## src/rtl/unsigned_mul_ha_pipe.sv

```systemverilog
// Pipelined unsigned WIDTHxWIDTH multiplier: half-adder row-pair arrays with optional
// per-beat OR-sum approximation in low columns, exact deficit output and inexact counter.
module unsigned_mul_ha_pipe #(
  parameter int WIDTH       = 8,
  parameter int APPROX_COLS = 4,
  parameter int CNT_W       = 16
) (
  input  logic               clk,
  input  logic               rst,
  input  logic               in_valid,
  output logic               in_ready,
  input  logic [WIDTH-1:0]   in_x,
  input  logic [WIDTH-1:0]   in_y,
  input  logic               in_approx,
  output logic               out_valid,
  input  logic               out_ready,
  output logic [2*WIDTH-1:0] out_p,
  output logic [2*WIDTH-1:0] out_deficit,
  output logic [CNT_W-1:0]   inexact_cnt,
  input  logic               cnt_clr
);

  localparam int PAIRS = WIDTH / 2;
  localparam int PW    = 2 * WIDTH;

  logic             s1_valid, s2_valid;
  logic             ld1, ld2, ld3;
  logic [WIDTH-1:0] s1_x, s1_y;
  logic             s1_approx;

  // Array outputs per row pair; t[WIDTH] is always zero and is not stored.
  logic [WIDTH-1:0] t_c  [PAIRS];
  logic [WIDTH-1:0] b_c  [PAIRS];
  logic [PW-1:0]    d_c  [PAIRS];
  logic [WIDTH-1:0] s2_t [PAIRS];
  logic [WIDTH-1:0] s2_b [PAIRS];
  logic [PW-1:0]    s2_d [PAIRS];
  logic [PW-1:0]    p_sum, d_sum;

  // A stage accepts when it is empty or its successor accepts this cycle.
  assign ld3      = !out_valid || out_ready;
  assign ld2      = !s2_valid || ld3;
  assign ld1      = !s1_valid || ld2;
  assign in_ready = ld1;

  // NOTE: state registers use non-blocking assignments so every stage samples the
  // pre-edge value of its predecessor, whatever the textual order of the statements.
  always_ff @(posedge clk or posedge rst) begin
    if (rst) begin
      s1_valid  <= 1'b0;
      s2_valid  <= 1'b0;
      out_valid <= 1'b0;
    end else begin
      if (ld1) s1_valid  <= in_valid;
      if (ld2) s2_valid  <= s1_valid;
      if (ld3) out_valid <= s2_valid;
    end
  end

  // NOTE: S1/S2 payload is qualified by the valid bits, so it carries no reset;
  // only the externally visible S3 registers are cleared.
  always_ff @(posedge clk) begin
    if (ld1 && in_valid) begin
      s1_x      <= in_x;
      s1_y      <= in_y;
      s1_approx <= in_approx;
    end
  end

  // NOTE: every combinational output gets a default before the loops, so no path
  // leaves a bit unassigned and no latch is inferred.
  always_comb begin
    logic a_bit, b_bit;
    a_bit = 1'b0;
    b_bit = 1'b0;
    for (int k = 0; k < PAIRS; k++) begin
      t_c[k] = '0;
      b_c[k] = '0;
      d_c[k] = '0;
      t_c[k][0] = s1_y[0] & s1_x[2*k];
      for (int j = 1; j < WIDTH; j++) begin
        a_bit = s1_y[j]   & s1_x[2*k];
        b_bit = s1_y[j-1] & s1_x[2*k+1];
        if (s1_approx && (2*k + j < APPROX_COLS)) begin
          t_c[k][j] = a_bit | b_bit;
          d_c[k]    = d_c[k] | (PW'(a_bit & b_bit) << (2*k + j));
        end else begin
          t_c[k][j]   = a_bit ^ b_bit;
          b_c[k][j-1] = a_bit & b_bit;
        end
      end
      b_c[k][WIDTH-1] = s1_y[WIDTH-1] & s1_x[2*k+1];
    end
  end

  always_ff @(posedge clk) begin
    if (ld2 && s1_valid) begin
      s2_t <= t_c;
      s2_b <= b_c;
      s2_d <= d_c;
    end
  end

  // Carries of columns 1..WIDTH-1 weigh 2^(i+2); the pass-through top bit of B weighs 2^WIDTH.
  always_comb begin
    p_sum = '0;
    d_sum = '0;
    for (int k = 0; k < PAIRS; k++) begin
      p_sum = p_sum + ((PW'(s2_t[k])
                      + (PW'(s2_b[k][WIDTH-2:0]) << 2)
                      + (PW'(s2_b[k][WIDTH-1]) << WIDTH)) << (2*k));
      d_sum = d_sum + s2_d[k];
    end
  end

  always_ff @(posedge clk or posedge rst) begin
    if (rst) begin
      out_p       <= '0;
      out_deficit <= '0;
    end else if (ld3 && s2_valid) begin
      out_p       <= p_sum;
      out_deficit <= d_sum;
    end
  end

  always_ff @(posedge clk or posedge rst) begin
    if (rst) begin
      inexact_cnt <= '0;
    end else if (cnt_clr) begin
      inexact_cnt <= '0;
    end else if (out_valid && out_ready && (out_deficit != '0) && (inexact_cnt != '1)) begin
      inexact_cnt <= inexact_cnt + 1'b1;
    end
  end

endmodule

```

## config.mk

```make
export PLATFORM = sky130hd
export DESIGN_NAME = unsigned_mul_ha_pipe
export DESIGN_NICKNAME = d
export VERILOG_FILES = /design/src/rtl/unsigned_mul_ha_pipe.sv
export SDC_FILE = /design/constraint.sdc
export NUM_CORES = 1
export LEC_CHECK = 0
export CORE_MARGIN = 2
export CORE_UTILIZATION = 45
export CTS_CLUSTER_SIZE = 8
export DETAILED_ROUTE_END_ITERATION = 7
export PLACE_DENSITY_LB_ADDON = 0.1
export SETUP_SLACK_MARGIN = 0.4
export SYNTH_ARGS = -nofsm -noshare
export SYNTH_HDL_FRONTEND = slang
export SYNTH_SLANG_ARGS = --single-unit
```

## constraint.sdc

```tcl
create_clock -name clk -period 12.6 [get_ports clk]
set_clock_uncertainty 0.2 [all_clocks]
set_input_delay 2.52 -clock clk [delete_from_list [all_inputs] [get_ports clk]]
set_output_delay 2.52 -clock clk [all_outputs]
set_load 0.01 [all_outputs]
```

### Word level (Yosys, flattened, before mapping)

Cells that the tools add are included.

* bitwise operators: 130
* muxes and demuxes: 9
* equal/unequal tests: 1
* reduce and logical (&&, ||, !) cells: 14
* add/subtract/negate cells: 13

Operators with widths (number)
* $and 1x1->1: 96
* $mux 16: 4
* $add 8x9->10: 4
* $add 10x9->11: 3
* $add 16x16->16: 2
* $xor 1x1->1: 28
* $add 14x15->16: 1
* $add 16x1->16 const B: 1
* $ne 16x16->1 const B: 1
* $or 16x3->16: 1
* $or 16x4->16: 1
* $reduce_bool 16->1: 1
* $add 11x13->14: 1
* $add 10x9->10: 1
* $logic_and 1x1->1: 6
* $mux 1: 4
* $or 1x1->1: 4
* $logic_not 1->1: 3
* $logic_or 1x1->1: 3
* $mux 2: 1
* $reduce_bool 2->1: 1

* input bits: 22
* output and inout port bits: 50
* flip-flop bits (word level): 164

### Depth between registers and ports, before layout

Gate-level depths: netlist of the first run.

* depth in word-level cells: 7
* gate-level depth with buffers: 18
* depth with buffers taken out: 17

### Worst setup path after synthesis of the first run

No wires, ideal clock.

* kind: input to output
* from: in out_ready
* to: out in_ready
* arrival time: 2.800 ns
* buffers on the path: 0
* setup slack: 7.080 ns
* cell stages on the path: 2
* required time: 9.880 ns
* path through: nor2b_1 nand3_1

* word-level cells in the longest chain between the ends: 3

Ends and longest elaborated chain
* start: declaration: line 16 `input logic out_ready,`
* $logic_or 1x1->1: line 41 `assign ld3 = !out_valid || out_ready;`
* $logic_or 1x1->1: line 42 `assign ld2 = !s2_valid || ld3;`
* $logic_or 1x1->1: line 43 `assign ld1 = !s1_valid || ld2;`
* end: declaration: line 11 `output logic in_ready,`

No other way between the ends.

### Final worst setup path of the first run

Same ends and word-level chain as after synthesis.

==> qor.yml, run 1 <==
final_hold_viol_count: 0
yosys.area.top_type: "edfxtp_1"
syn_to_final_growth_pct: 18.9
powerDensity_mw_per_mm2: 200
syn_area_mm2: 0.00731
synthTopCellsByArea: "edfxtp_1 (35%), ha_1 (14%), dfrtp_1 (13%)"
vias_per_cell: 4.95
max_cap_violations: 0
ant_nets: 0
syn_inst: 644
netlist.area_leader.share_pct: 34.9
clk_pin_slew_worst_paths_ns: 0.05
startpoint_type: "input port"
cp_slowest_cell: "clkdlybuf4s50_1"
fmax_ghz: 0.154
grt_pass1_wl_mm: 22.4
htreeDepth: 4
drc: 0
initial_core_util_pct: 46.0
yosysUniqueCellTypes: 50
boundaryPins: 72
dieHeight_um: 131
die_w_um: 131
grt_pass1_vias: 4733
power_leakage_nw: 3.81
coreArea_mm2: 0.0159
crit_path_max_fanout: 3
ir_worst_vdd_uv: 102
r2r_start: "s2_t[11]"
crit_start: "out_ready"
setup_ws_ns: 6.11
critPathArrivalTime_ns: 3.77
final.fill_count: 1383
grtUsageTotal_pct: 16.4
worst-r2r-cell-count: 15
routedWlPerCell_um: 13.8
cts_setup_buffers: 0
ys_warn_count: 0
post_cts_resize_count: 0
grt_setup_unrepaired: "no"
synth-main-ff-cell: "edfxtp_1"
pre_cts_ws_ns: 6.11
drive_above_1_share_pct: 5.22
report.final.slew_viol_count: 0
finish.utilization_pct: 54.7
end_kind: "primary output"
r2r_setup_slack_ns: 8.12
port_buffers: 59
first_pass_iters: 5
cp.buffers_inverters: 2
synth_edf_count: 85
worst_skew_pair.late_latency_ns: 0.42
timing.slew.headroom_pct: 36.4
clockBufferDepth: 2
max_stage_delay_ns: 0.50
wirelength_mm: 13.1
critPathKind: "input port to primary output"
cp.required_ns: 9.88
place_area_mm2: 0.00811
cts_tree: "done"
path_depth: 4
place.gp.congestion: 0.807
cts_inserted_buffers: 17
row_count: 46
nets: 841
finalSetupViolations: 0
stdcell_area_mm2: 0.00870
root_buffer: "clkbuf_16"
timing.rr.end: "out_p[14]"
tightest_slew_ns: 0.951
avgSynthCellArea_um2: 11.4
setup_tns_ns: 0
insertedDiodeCount: 0
synthArstFlopShare_pct: 31.5
drt_first_iter_violations: 215
globalRouteOverflowTotal: 0
critPathTopFamily: "buffers and inverters"
vias: 4671
min_period_over_period_pct: 51.5
die_area_mm2: 0.0173
cts_num_sinks: 124
grt_start_max_net_pins: 69
dpl.hpwl_mm: 9.88
endpoint: "in_ready"
hp-class: "flip-flop to flip-flop"
synth-seq-cells: 124
period_needed_ns: 6.49
path_cells: "clkdlybuf4s50_1, nor2b_1, nand3_1, clkdlybuf4s50_1"
hold_buffers: 0
yosysSeqAreaShare_pct: 48.2
crit_top_cell: "clkdlybuf4s50_1"
antenna_found_initial: 0
status: "finished, final reports clean"
-- synth_stat cells (2+ instances only) --
cell,count
xor2_1,9
nor3_1,7
buf_4,12
or4_1,5
xnor2_1,17
nand2_1,58
o21ai_0,20
a21oi_1,25
edfxtp_1,85
nand4_1,4
inv_1,66
a21boi_0,2
o211ai_1,8
ha_1,82
clkbuf_1,6
fa_1,22
dfrtp_1,39
o21a_1,3
o2111ai_1,2
nand3_1,14
nor4_1,5
nor2_1,32
buf_1,2
mux2i_1,5
and2_1,63
nand2b_1,6
o31a_1,2
nor2b_1,9
a211oi_1,7
a21o_1,5
nor4b_1,2
or3_1,2
-- registers in the layout, summed over array words and instances, names as in the netlist --
signal / flops
out_deficit: 4
s1_x: 8
s2_b: 32
s1_y: 8
s2_d: 4
out_valid: 1
out_p: 16
s1_approx: 1
s2_t: 32
s1_valid: 1
inexact_cnt: 16
s2_valid: 1
-- worst min-delay path by stage --
stage / slack (ns) / cells after the start / end / start
after floorplan: 0.21 / 2 / out_deficit[1] / s2_d[49]
after global placement: 0.23 / 2 / out_deficit[1] / s2_d[49]
after detailed placement: 0.22 / 2 / out_deficit[1] / s2_d[49]
after CTS: 0.24 / 2 / out_deficit[1] / s2_d[49]
after global routing: 0.28 / 2 / out_p[0] / s2_t[24]
final: 0.24 / 2 / out_deficit[1] / s2_d[49]
-- worst min-delay path, stage by stage (launching register included) --
cell,delay (ns)
edfxtp_1,0.31
nand2_1,0.05
nand2_1,0.04
-- cell usage in the layout, fill, tap and decap left out, types with 2 or more instances in the layout --
cell,count
a211oi_1,7
a21boi_0,2
a21o_1,5
a21oi_1,25
and2_1,62
buf_4,2
bufinv_16,2
clkbuf_1,4
clkbuf_16,17
clkbuf_8,4
clkdlybuf4s50_1,59
clkinv_2,4
conb_1,12
dfrtp_1,39
edfxtp_1,85
fa_1,22
ha_1,82
inv_1,66
mux2i_1,5
nand2_1,58
nand2b_1,6
nand3_1,14
nand4_1,4
nor2_1,32
nor2b_1,9
nor3_1,7
nor4_1,5
nor4b_1,2
o2111ai_1,2
o211ai_1,8
o21a_1,3
o21ai_0,20
o31a_1,2
or3_1,2
or4_1,5
xnor2_1,17
xor2_1,9
-- cell type report --
cell class / instances / area [um2] / area share, %
clock buffers: 25 / 495 / 5.70
clock inverters: 7 / 87.6 / 1.01
inverters: 66 / 248 / 2.85
multi-input cells: 445 / 3460 / 39.8
flip-flops and latches: 124 / 3530 / 40.6
well taps: 216 / 270 / 3.11
repair buffers: 61 / 606 / 6.96
-- power by group --
part | total, W | switching, W | internal [W]
clock | 0.000475 | 0.000165 | 0.000310
combinational | 0.000725 | 0.000401 | 0.000324
sequential | 0.000536 | 0.0000327 | 0.000503
-- logic make-up after synthesis --
group                      count (synthesis)  synth area share (%)
and+or+nand+nor                          215                  15.7
DFF                                      124                  48.2
adders and majority gates                104                  20.0
buffers and inverters                     86                  5.03
AOI/OAI and AO/OA                         83                  7.18
xor gates and xnor gates                  26                  3.11
muxes                                      5                 0.684
other                                      1                0.0513
-- through the flow --
stage	hold WS, ns	power, W	cells
2_1_floorplan	0.215	0.00107	655
3_3_place_gp	0.230	0.00125	912
3_5_place_dp	0.224	0.00127	912
4_1_cts	0.238	0.00175	944
5_1_grt	0.278	0.00188	944
6_report	0.236	0.00174	944
-- routing by layer --
layer / routed length, um / vias up / share of wire, % / track usage [%]
met1: 6340 / 2202 / 49 / 21.5
li1: - / 2355 / - / -
met2: 6020 / 101 / 46 / 26.4
met5: 0 / - / 0 / 0
met4: 176 / 0 / 1.3 / 6.52
met3: 514 / 13 / 3.9 / 3.74
Note: power is estimated with default switching activity, not from simulation.
==> run 2, diff against run 1 <==
- clock period: 12.6 -> 6 ns (I/O delays scaled with it)
==> run 2 against run 1 <==
  * Critical path type is now flip-flop to flip-flop
  * Worst setup slack worse by 4.5 ns
  * Largest power group unchanged
  * Sequential share of layout area barely moved
  * Utilization hardly changed
  * Worst hold slack improved by 0.015 ns
  * Clock power rose by 110%
  * Largest cell class unchanged
  * Final area about the same
==> qor.yml, run 2 (synthesis gave the netlist of run 1 again) <==
status: "finished, final reports clean"
r2r_setup_slack_ns: 1.64  # -6.48 ns
die_w_um: 131  # unchanged
finish.utilization_pct: 54.8  # about the same
grt_pass1_wl_mm: 22.4  # +0.18%
cp.required_ns: 6.08  # -3.80 ns
post_cts_resize_count: 0  # unchanged
grt_start_max_net_pins: 46  # -33%
worst-r2r-cell-count: 17  # +2
min_period_over_period_pct: 72.6
final_common_cell: "edfxtp_1"
startpoint_type: "flip-flop"
dpl.hpwl_mm: 10.1  # +2.5%
wl_met3_um: 523  # +1.8%
row_count: 46  # unchanged
drive_above_1_share_pct: 4.95  # -0.27 points
timing.slew.headroom_pct: 31.4  # -5.0 points
final_hold_viol_count: 0  # unchanged
wirelength_mm: 13.4  # +2.5%
critPathArrivalTime_ns: 4.44  # +0.67 ns
grtUsageTotal_pct: 16.5  # +0.078 points
hp-class: "flip-flop to flip-flop"
insertedDiodeCount: 0  # unchanged
coreArea_mm2: 0.0159  # unchanged
layout_common_cells: "edfxtp_1 (85), ha_1 (82), inv_1 (66), and2_1 (62), clkdlybuf4s50_1 (59)"
timing.rr.end: "out_p[14]"
power_leakage_nw: 3.81  # about the same
min_from: "s2_d[49]"
vias: 4679  # +0.17%
critPathKind: "flip-flop to flip-flop"
final_cells: 944  # unchanged
clockBufferDepth: 2  # unchanged
met2_length_mm: 5.94  # -1.3%
setup_tns_ns: 0  # unchanged
ir_worst_vdd_uv: 271  # +170%
r2r_start: "s2_t[18]"
fmax_ghz: 0.229
port_buffers: 59  # unchanged
cts_inserted_buffers: 17  # unchanged
clk_pin_slew_worst_paths_ns: 0.05  # about the same
ant_nets: 0  # unchanged
powerDensity_mw_per_mm2: 424  # +110%
nets: 841  # unchanged
max_stage_delay_ns: 0.42  # -0.08 ns
tightest_slew_ns: 1.03  # +0.0778 ns
drt_first_iter_violations: 322  # +50%
dieHeight_um: 131  # unchanged
root_buffer: "clkbuf_16"
period_needed_ns: 4.36
end_kind: "flip-flop"
worst_skew_pair.late_latency_ns: 0.41  # about the same
first_pass_iters: 4  # -1
largestRegisters: "s2_b: 32 flops, s2_t: 32 flops"
dp.cells: 912  # unchanged
globalRouteOverflowTotal: 0  # unchanged
vias_per_cell: 4.96  # +0.17%
hold_end: "out_deficit[1]"
wl_met1_mm: 6.68  # +5.3%
boundaryPins: 72  # unchanged
report.final.slew_viol_count: 0  # unchanged
max_cap_violations: 0  # unchanged
crit_start: "s2_t[18]"
min_path_cells: 2  # unchanged
drc: 0  # unchanged
htreeDepth: 4  # unchanged
crit_top_cell: "ha_1"
crit_path_max_fanout: 7  # +4
cp_slowest_cell: "fa_1"
die_area_mm2: 0.0173  # unchanged
highest_layer: "met4"
routedWlPerCell_um: 14.2  # +2.5%
antenna_found_initial: 0  # unchanged
cts_tree: "done"
path_cells: "ha_1, inv_1, fa_1, nor2b_1, o21ai_0, a21oi_1, or4_1, nand3_1, fa_1, ha_1, ha_1, ha_1, a21oi_1, o21ai_0, nor4b_1, a221oi_1, nand3_1"
cts_num_sinks: 124  # unchanged
initial_core_util_pct: 46.0  # unchanged
place.gp.congestion: 0.833  # +3.2%
grt_pass1_vias: 4528  # -4.3%
syn_to_final_growth_pct: 18.9  # about the same
hold_buffers: 0  # unchanged
finalSetupViolations: 0  # unchanged
grt_setup_unrepaired: "no"
cts_setup_buffers: 0  # unchanged
[run 2: worst max-delay path by stage]
stage	cells after the start	endpoint	slack [ns]
after global placement	17	out_p[14]	1.80
after floorplan	15	out_p[15]	1.99
final	17	out_p[14]	1.64
after global routing	15	out_p[14]	1.29
after detailed placement	17	out_p[14]	1.67
after CTS	17	out_p[14]	1.66
[run 2: cell type report]
cell class,count,area [um2]
repair buffers,61,606
clock inverters,9,118
fillers,1346,7190
clock buffers,23,468
multi-input cells,445,3460
inverters,66,248
well taps,216,270
flip-flops and latches,124,3530
[run 2: report_power, final]
group	internal, W	leakage (nW)	switching [W]
registers	0.00106	1.34	0.0000700
logic	0.000682	2.18	0.000859
clock network	0.000669	0.290	0.000350
total	0.00241	3.81	0.00128
[run 2: routing by layer]
metal,vias up,global-route usage [%]
li1,2354,-
met1,2196,22.9
met2,113,25.1
met3,16,3.70
met4,0,6.64
met5,-,0
[run 2: worst max-delay path, delay by kind of cell (launching register included)]
kind | cells | cell delay [ns]
AOI/OAI and AO/OA | 5 | 1.08
DFF | 1 | 0.36
and+or+nand+nor | 5 | 0.77
buffers and inverters | 1 | 0.07
adders and majority gates | 6 | 1.74
[run 2: metrics by stage]
| stage | total power [W] | setup slack, ns | hold slack (ns) | area (um2) |
|---|---|---|---|---|
| CTS | 0.00372 | 1.66 | 0.246 | 8700 |
| global placement | 0.00264 | 1.80 | 0.226 | 8110 |
| finish | 0.00369 | 1.64 | 0.251 | 8700 |
| global route | 0.00398 | 1.29 | 0.261 | 8700 |
| floorplan | 0.00225 | 1.99 | 0.215 | 7360 |
| detailed placement | 0.00268 | 1.67 | 0.231 | 8110 |
==> edit 1 (flow settings as in run 1) <==
Change the parameter `CNT_W` from 16 to 20.
--- a/src/rtl/unsigned_mul_ha_pipe.sv
+++ b/src/rtl/unsigned_mul_ha_pipe.sv
@@ -3,7 +3,7 @@
 module unsigned_mul_ha_pipe #(
   parameter int WIDTH       = 8,
   parameter int APPROX_COLS = 4,
-  parameter int CNT_W       = 16
+  parameter int CNT_W       = 20
 ) (
   input  logic               clk,
   input  logic               rst,
Interface: changed (resized inexact_cnt); port bits go from 72 to 76. No check against the original RTL was run, so the function may have changed too.
==> edit 1 against run 1 <==
Cell area rose by 1.0%. Critical path depth did not move. Routed wire length rose by 1.4%. Worst setup slack improved by 5.9 ps. Sequential cell count rose by 4. Area after synthesis rose by 0.70%. First-iteration DRC count fell by 4.2%. Critical path type unchanged. Power rose by 3.1%.
==> edit 1: results (changes against run 1) <==
| Metric | Value |
|---|---|
| Outcome | finished, final reports clean |
| Post-synth EDFFs | 85 (unchanged) |
| Worst Hold Path Cells | 1 (-1) |
| Number of cells in the design after placement | 891 (-2.3%) |
| H-Tree Level Count | 4 (unchanged) |
| Average routed wire per standard cell | 14.34 um (+3.7%) |
| Vias in the first global route | 4554 (-3.8%) |
| Mean cell area of the mapped netlist | 11.94 um2 (+5.1%) |
| Global Route Usage Sum | 16.29% (-0.11 points) |
| Vias per inst | 4.908 (-0.81%) |
| Net switching share of the total power | 34.50% (about the same) |
| Leading post-synthesis cells by instance count | 85 x sky130_fd_sc_hd__edfxtp_1, 82 x sky130_fd_sc_hd__ha_1, 64 x sky130_fd_sc_hd__inv_1 |
| Number of synthesis warnings | 0 (unchanged) |
| Wire length of the first global-routing pass | 22.54 mm (+0.65%) |
| Worst setup slack for register-to-register paths | 7950 ps (-170 ps) |
| CTS-repair resized insts | 0 (unchanged) |
| Static leakage | 3.835 nW (+0.73%) |
| Net count reported at finish | 820 (-2.5%) |
| Number of clock buffers inserted by TritonCTS | 17 (unchanged) |
| Total DRC errors in the routed layout | 0 (unchanged) |
| Peak VDD IR | 142.2 uV (+40%) |
| Port buffer count | 63 (+6.8%) |
| Ant diodes | 0 (unchanged) |
| Most instantiated flip-flop cell in the synthesis netlist | sky130_fd_sc_hd__edfxtp_1 |
| Hold WC Path Type | reg -> reg |
| Worst hold slack | 275.7 ps (+39.25 ps) |
| Largest fanout of any net on the critical path | 3 (unchanged) |
| Cell depth of the worst flop-to-flop path | 16 (+1) |
| Measured slew at the worst slew-check pin | 959.5 ps (+8.449 ps) |
| Async S/R FF share, synth | 33.59% (+2.1 points) |
| Detailed-router iteration count before antenna repair | 4 (-1) |
| Largest registers ranked by flip-flop count | s2_b (32), s2_t (32), inexact_cnt (20) |
| Hpwl dp | 9.714 mm (-1.7%) |
| Worst endpoint data arrival time | 3770 ps (about the same) |
| Share of final-layout standard cells stronger than drive strength 1 | 6.365% (+1.1 points) |
| DRC violation total after the first TritonRoute iteration | 206 (-4.2%) |
| Clock tree root driver cell | sky130_fd_sc_hd__clkbuf_16 |
| Initial antenna violation count | 0 (unchanged) |
| Number of filler cells placed in the layout | 1370 (-0.94%) |
| Maximum number of pins on one net before global-route repair | 69 (unchanged) |
| Global placer's final weighted congestion | 0.8034 (-0.47%) |
| Clk buf depth | 2 (unchanged) |
| Number of post-CTS setup repair buffers | 0 (unchanged) |
| Distinct cell type count after synthesis | 47 (-6.0%) |
| Latest clock arrival within the worst-skew pair | 420 ps (about the same) |
| Top post-synthesis cells by area | sky130_fd_sc_hd__edfxtp_1 35%, sky130_fd_sc_hd__dfrtp_1 15%, sky130_fd_sc_hd__ha_1 14%, sky130_fd_sc_hd__fa_1 6.0%, sky130_fd_sc_hd__and2_1 5.4% |
| CTS clk-pin slew, worst paths | 60 ps |
| Sequential area share after synthesis | 49.26% (+1.0 points) |
| Overall via count from detail_route | 4530 (-3.0%) |
edit 1: cell count changes after synthesis, sizes merged, moves of 5 or more:
cell / change
and3: +5
o21bai: +5
o211ai: -7
nand2: -26
xor2: +5
mux2: +9
nor2: -10
nand3: -5
or4: -6
nor3b: +5
edit 1: metal layers:
metal / share of wire (%) / GRT usage (%) / wire [um]
met1: 51 / 22.66 / 6694
met2: 44 / 25.03 / 5866
met3: 3.5 / 3.768 / 465
met4: 1.6 / 5.918 / 212
met5: 0 / 0 / 0
edit 1: cell families (layout without fill, tap and decap cells):
| logic type | count (synthesis) | count (layout) | synth area share, % |
|---|---|---|---|
| AND/OR/NAND/NOR | 172 | 172 | 12.86 |
| flip-flops | 128 | 128 | 49.26 |
| adder cells (fa/ha/maj) | 104 | 104 | 19.91 |
| buffers and inverters | 83 | 162 | 4.960 |
| AO/OA/AOI/OAI | 80 | 80 | 6.727 |
| XOR/XNOR | 34 | 34 | 4.043 |
| multiplexers | 15 | 15 | 2.191 |
| other | 1 | 12 | 0.05091 |
edit 1: area by class of cell:
| type | instances | area, um2 | share of cell area (%) |
|---|---|---|---|
| repair buffers | 66 | 653.1 | 7.435 |
| well taps | 216 | 270.3 | 3.076 |
| clock inverters | 13 | 145.1 | 1.652 |
| multi-input cells | 417 | 3415 | 38.87 |
| clock buffers | 19 | 432.9 | 4.928 |
| flip-flops and latches | 128 | 3628 | 41.30 |
| inverters | 64 | 240.2 | 2.735 |
edit 1: final timing paths:
check                                   start                           to
max                                 out_ready                     in_ready
min                        s2_t[25]$_DFFE_PP_         out_p[1]$_DFFE_PP0P_
max reg2reg                s2_t[10]$_DFFE_PP_        out_p[15]$_DFFE_PP0P_
min reg2reg                s2_t[25]$_DFFE_PP_         out_p[1]$_DFFE_PP0P_
max in group asynchronous                 rst   out_deficit[2]$_DFFE_PP0P_
min in group asynchronous                 rst  inexact_cnt[12]$_DFFE_PP0P_
edit 1: through the flow:
stage | setup slack [ps] | util (%) | area [um2]
6_report | 6113 | 55.10 | 8785
5_1_grt | 6026 | 55.10 | 8785
4_1_cts | 6109 | 55.10 | 8785
3_5_place_dp | 6120 | 51.48 | 8207
3_3_place_gp | 6156 | 51.48 | 8207
2_1_floorplan | 7080 | - | 7407
edit 1: critical path, cell delays in order:
cell	delay, ps
sky130_fd_sc_hd__clkdlybuf4s50_1	450
sky130_fd_sc_hd__nor2b_1	170
sky130_fd_sc_hd__nand3_1	130
sky130_fd_sc_hd__clkdlybuf4s50_1	500
edit 1: power by group through the flow:
stage                     registers (mW)  logic, mW  clock network [mW]
final                              0.550      0.759               0.482
after global routing               0.558      0.877               0.509
after global placement             0.557      0.735                   0
after detailed placement           0.560      0.751                   0
after floorplan                    0.563      0.547                   0
after CTS                          0.552      0.760               0.492
==> edit 2 (settings of run 1) <==
Without the edit above. Make the reset (`rst`) synchronous in 3 clocked blocks.
--- a/src/rtl/unsigned_mul_ha_pipe.sv
+++ b/src/rtl/unsigned_mul_ha_pipe.sv
@@ -45,7 +45,7 @@
 
   // NOTE: state registers use non-blocking assignments so every stage samples the
   // pre-edge value of its predecessor, whatever the textual order of the statements.
-  always_ff @(posedge clk or posedge rst) begin
+  always_ff @(posedge clk) begin
     if (rst) begin
       s1_valid  <= 1'b0;
       s2_valid  <= 1'b0;
@@ -113,7 +113,7 @@
     end
   end
 
-  always_ff @(posedge clk or posedge rst) begin
+  always_ff @(posedge clk) begin
     if (rst) begin
       out_p       <= '0;
       out_deficit <= '0;
@@ -123,7 +123,7 @@
     end
   end
 
-  always_ff @(posedge clk or posedge rst) begin
+  always_ff @(posedge clk) begin
     if (rst) begin
       inexact_cnt <= '0;
     end else if (cnt_clr) begin
Behaviour: not the same (Yosys sat finds a counterexample within 4 cycles, from zero or initial values and one cycle with rst high; the reset may be asserted at any time).
==> edit 2 against run 1 <==
Critical path depth unchanged. Area after synthesis is 4.7% lower. Utilization hardly changed. Routed wire length is 5.3% lower. Register-to-register slack got worse by 60 ps. Sequential power down 7.8%. Sequential cell count unchanged. Global-route usage is essentially flat. Cell area is 4.6% lower. Non-clock buffer count grew 1. Power down 16%. Via count is 5.7% lower. Worst setup slack lost 350 ps. First-iteration DRC count up 18%. Critical path type unchanged.
==> edit 2: results (changes against run 1) <==
| Metric | Value |
|---|---|
| Outcome | finished, final reports clean |
| Leading post-synthesis cells by instance count | 85 x sky130_fd_sc_hd__edfxtp_1, 82 x sky130_fd_sc_hd__ha_1, 62 x sky130_fd_sc_hd__inv_1 |
| Post-Syn Instances | 612 (-5.0%) |
| Number of cells in the design after placement | 852 (-6.6%) |
| Largest fanout of any net on the critical path | 7 (+4) |
| Worst Hold Launch | out_p[10]$_SDFFE_PP0P_ |
| Worst endpoint data arrival time | 4120 ps (+350 ps) |
| Overall via count from detail_route | 4403 (-5.7%) |
| Detailed-router iteration count before antenna repair | 4 (-1) |
| Hpwl dp | 9.150 mm (-7.4%) |
| Peak VDD IR | 106.6 uV (+4.9%) |
| Share of final-layout standard cells stronger than drive strength 1 | 5.316% (+0.096 points) |
| Static leakage | 3.473 nW (-8.8%) |
| Wire length of the first global-routing pass | 20.89 mm (-6.7%) |
| Distinct cell type count after synthesis | 49 (-2.0%) |
| Number of filler cells placed in the layout | 1275 (-7.8%) |
| Average routed wire per standard cell | 13.99 um (+1.2%) |
| Vias in the first global route | 4334 (-8.4%) |
| Global Route Usage Sum | 16.43% (+0.037 points) |
| Number of synthesis warnings | 0 (unchanged) |
| Reg-to-reg critical path startpoint | s2_t[19]$_DFFE_PP_ |
| Top post-synthesis cells by area | sky130_fd_sc_hd__edfxtp_1 37%, sky130_fd_sc_hd__ha_1 15%, sky130_fd_sc_hd__dfxtp_1 11%, sky130_fd_sc_hd__fa_1 6.3%, sky130_fd_sc_hd__and2_1 5.5% |
| Area of the multi-input gates | 3341 um2 (-3.5%) |
| Global placer's final weighted congestion | 0.8351 (+3.5%) |
| Total Routed Length | 12.36 mm (-5.3%) |
| Worst setup slack for register-to-register paths | 8060 ps (-60 ps) |
| Dpl cell area | 7755 um2 (-4.4%) |
| Net count reported at finish | 809 (-3.8%) |
| Clock tree root driver cell | sky130_fd_sc_hd__clkbuf_16 |
| Max_slew headroom | 42.72% (+6.3 points) |
| DRC violation total after the first TritonRoute iteration | 254 (+18%) |
| Post-synth EDFFs | 85 (unchanged) |
| Async S/R FF share, synth | 0% (-31 points) |
| Sink of the worst hold path | out_p[10]$_SDFFE_PP0P_ |
| Cell depth of the worst flop-to-flop path | 17 (+2) |
| Sequential area share after synthesis | 47.80% (-0.44 points) |
[edit 2: changes by cell type in the layout (fill, tap and decap cells not counted), moves of 8 or more]
| cell | delta |
|---|---|
| sky130_fd_sc_hd__dfrtp_1 | -39 |
| sky130_fd_sc_hd__nand3_1 | -8 |
| sky130_fd_sc_hd__xor2_1 | +12 |
| sky130_fd_sc_hd__nand2_1 | -19 |
| sky130_fd_sc_hd__dfxtp_1 | +39 |
| sky130_fd_sc_hd__o21ai_0 | -14 |
[edit 2: routing by layer]
metal  track usage [%]  vias up  wire, um
met1             21.54     2054      6042
met5                 0        -         0
met2             25.97      106      5526
met3             4.075       22       517
met4             7.304        0       277
li1                  -     2221         -
[edit 2: critical path, stage by stage]
cell                              delay [ps]
sky130_fd_sc_hd__clkdlybuf4s50_1         440
sky130_fd_sc_hd__nor2b_1                 470
sky130_fd_sc_hd__nand3_1                 180
sky130_fd_sc_hd__clkdlybuf4s50_1         510
[edit 2: how the worst max path moves through the flow]
stage                   start           endpoint  slack (ps)  cells past startpoint
floorplan           out_ready  s2_b[0]$_DFFE_PP_        4230                      2
global placement    out_ready           in_ready        5760                      4
detailed placement  out_ready           in_ready        5740                      4
CTS                 out_ready           in_ready        5740                      4
global route        out_ready           in_ready        5600                      4
finish              out_ready           in_ready        5760                      4
[edit 2: cells by family after synthesis]
group                      after synthesis  synth area share, %
DFF                                    124                47.80
buffers and inverters                   83                5.132
AOI/OAI and AO/OA                       75                6.980
xor gates and xnor gates                35                4.396
other                                    1              0.05378
adders and majority gates              104                21.03
muxes                                    5               0.7178
and+or+nand+nor                        185                13.89
[edit 2: area by class of cell]
type                    count  share of cell area, %
well taps                 188                  2.836
repair buffers             62                  7.392
clock buffers              19                  5.219
inverters                  62                  2.806
multi-input cells         416                  40.28
flip-flops and latches    124                  40.19
clock inverters            13                  1.282
[edit 2: per-stage QoR]
step / hold WS, ps / setup WS [ps]
after detailed placement: 246.3 / 5743
after CTS: 253.5 / 5740
after global routing: 270.9 / 5604
after floorplan: 271.3 / 4233
after global placement: 243.3 / 5756
final: 253.5 / 5760
[edit 2: power breakdown]
part | total (mW) | switching (mW) | leakage (nW) | internal (mW)
Sequential | 0.494 | 0.0218 | 1.09 | 0.472
Combinational | 0.512 | 0.264 | 2.12 | 0.247
Clock | 0.449 | 0.165 | 0.267 | 0.284
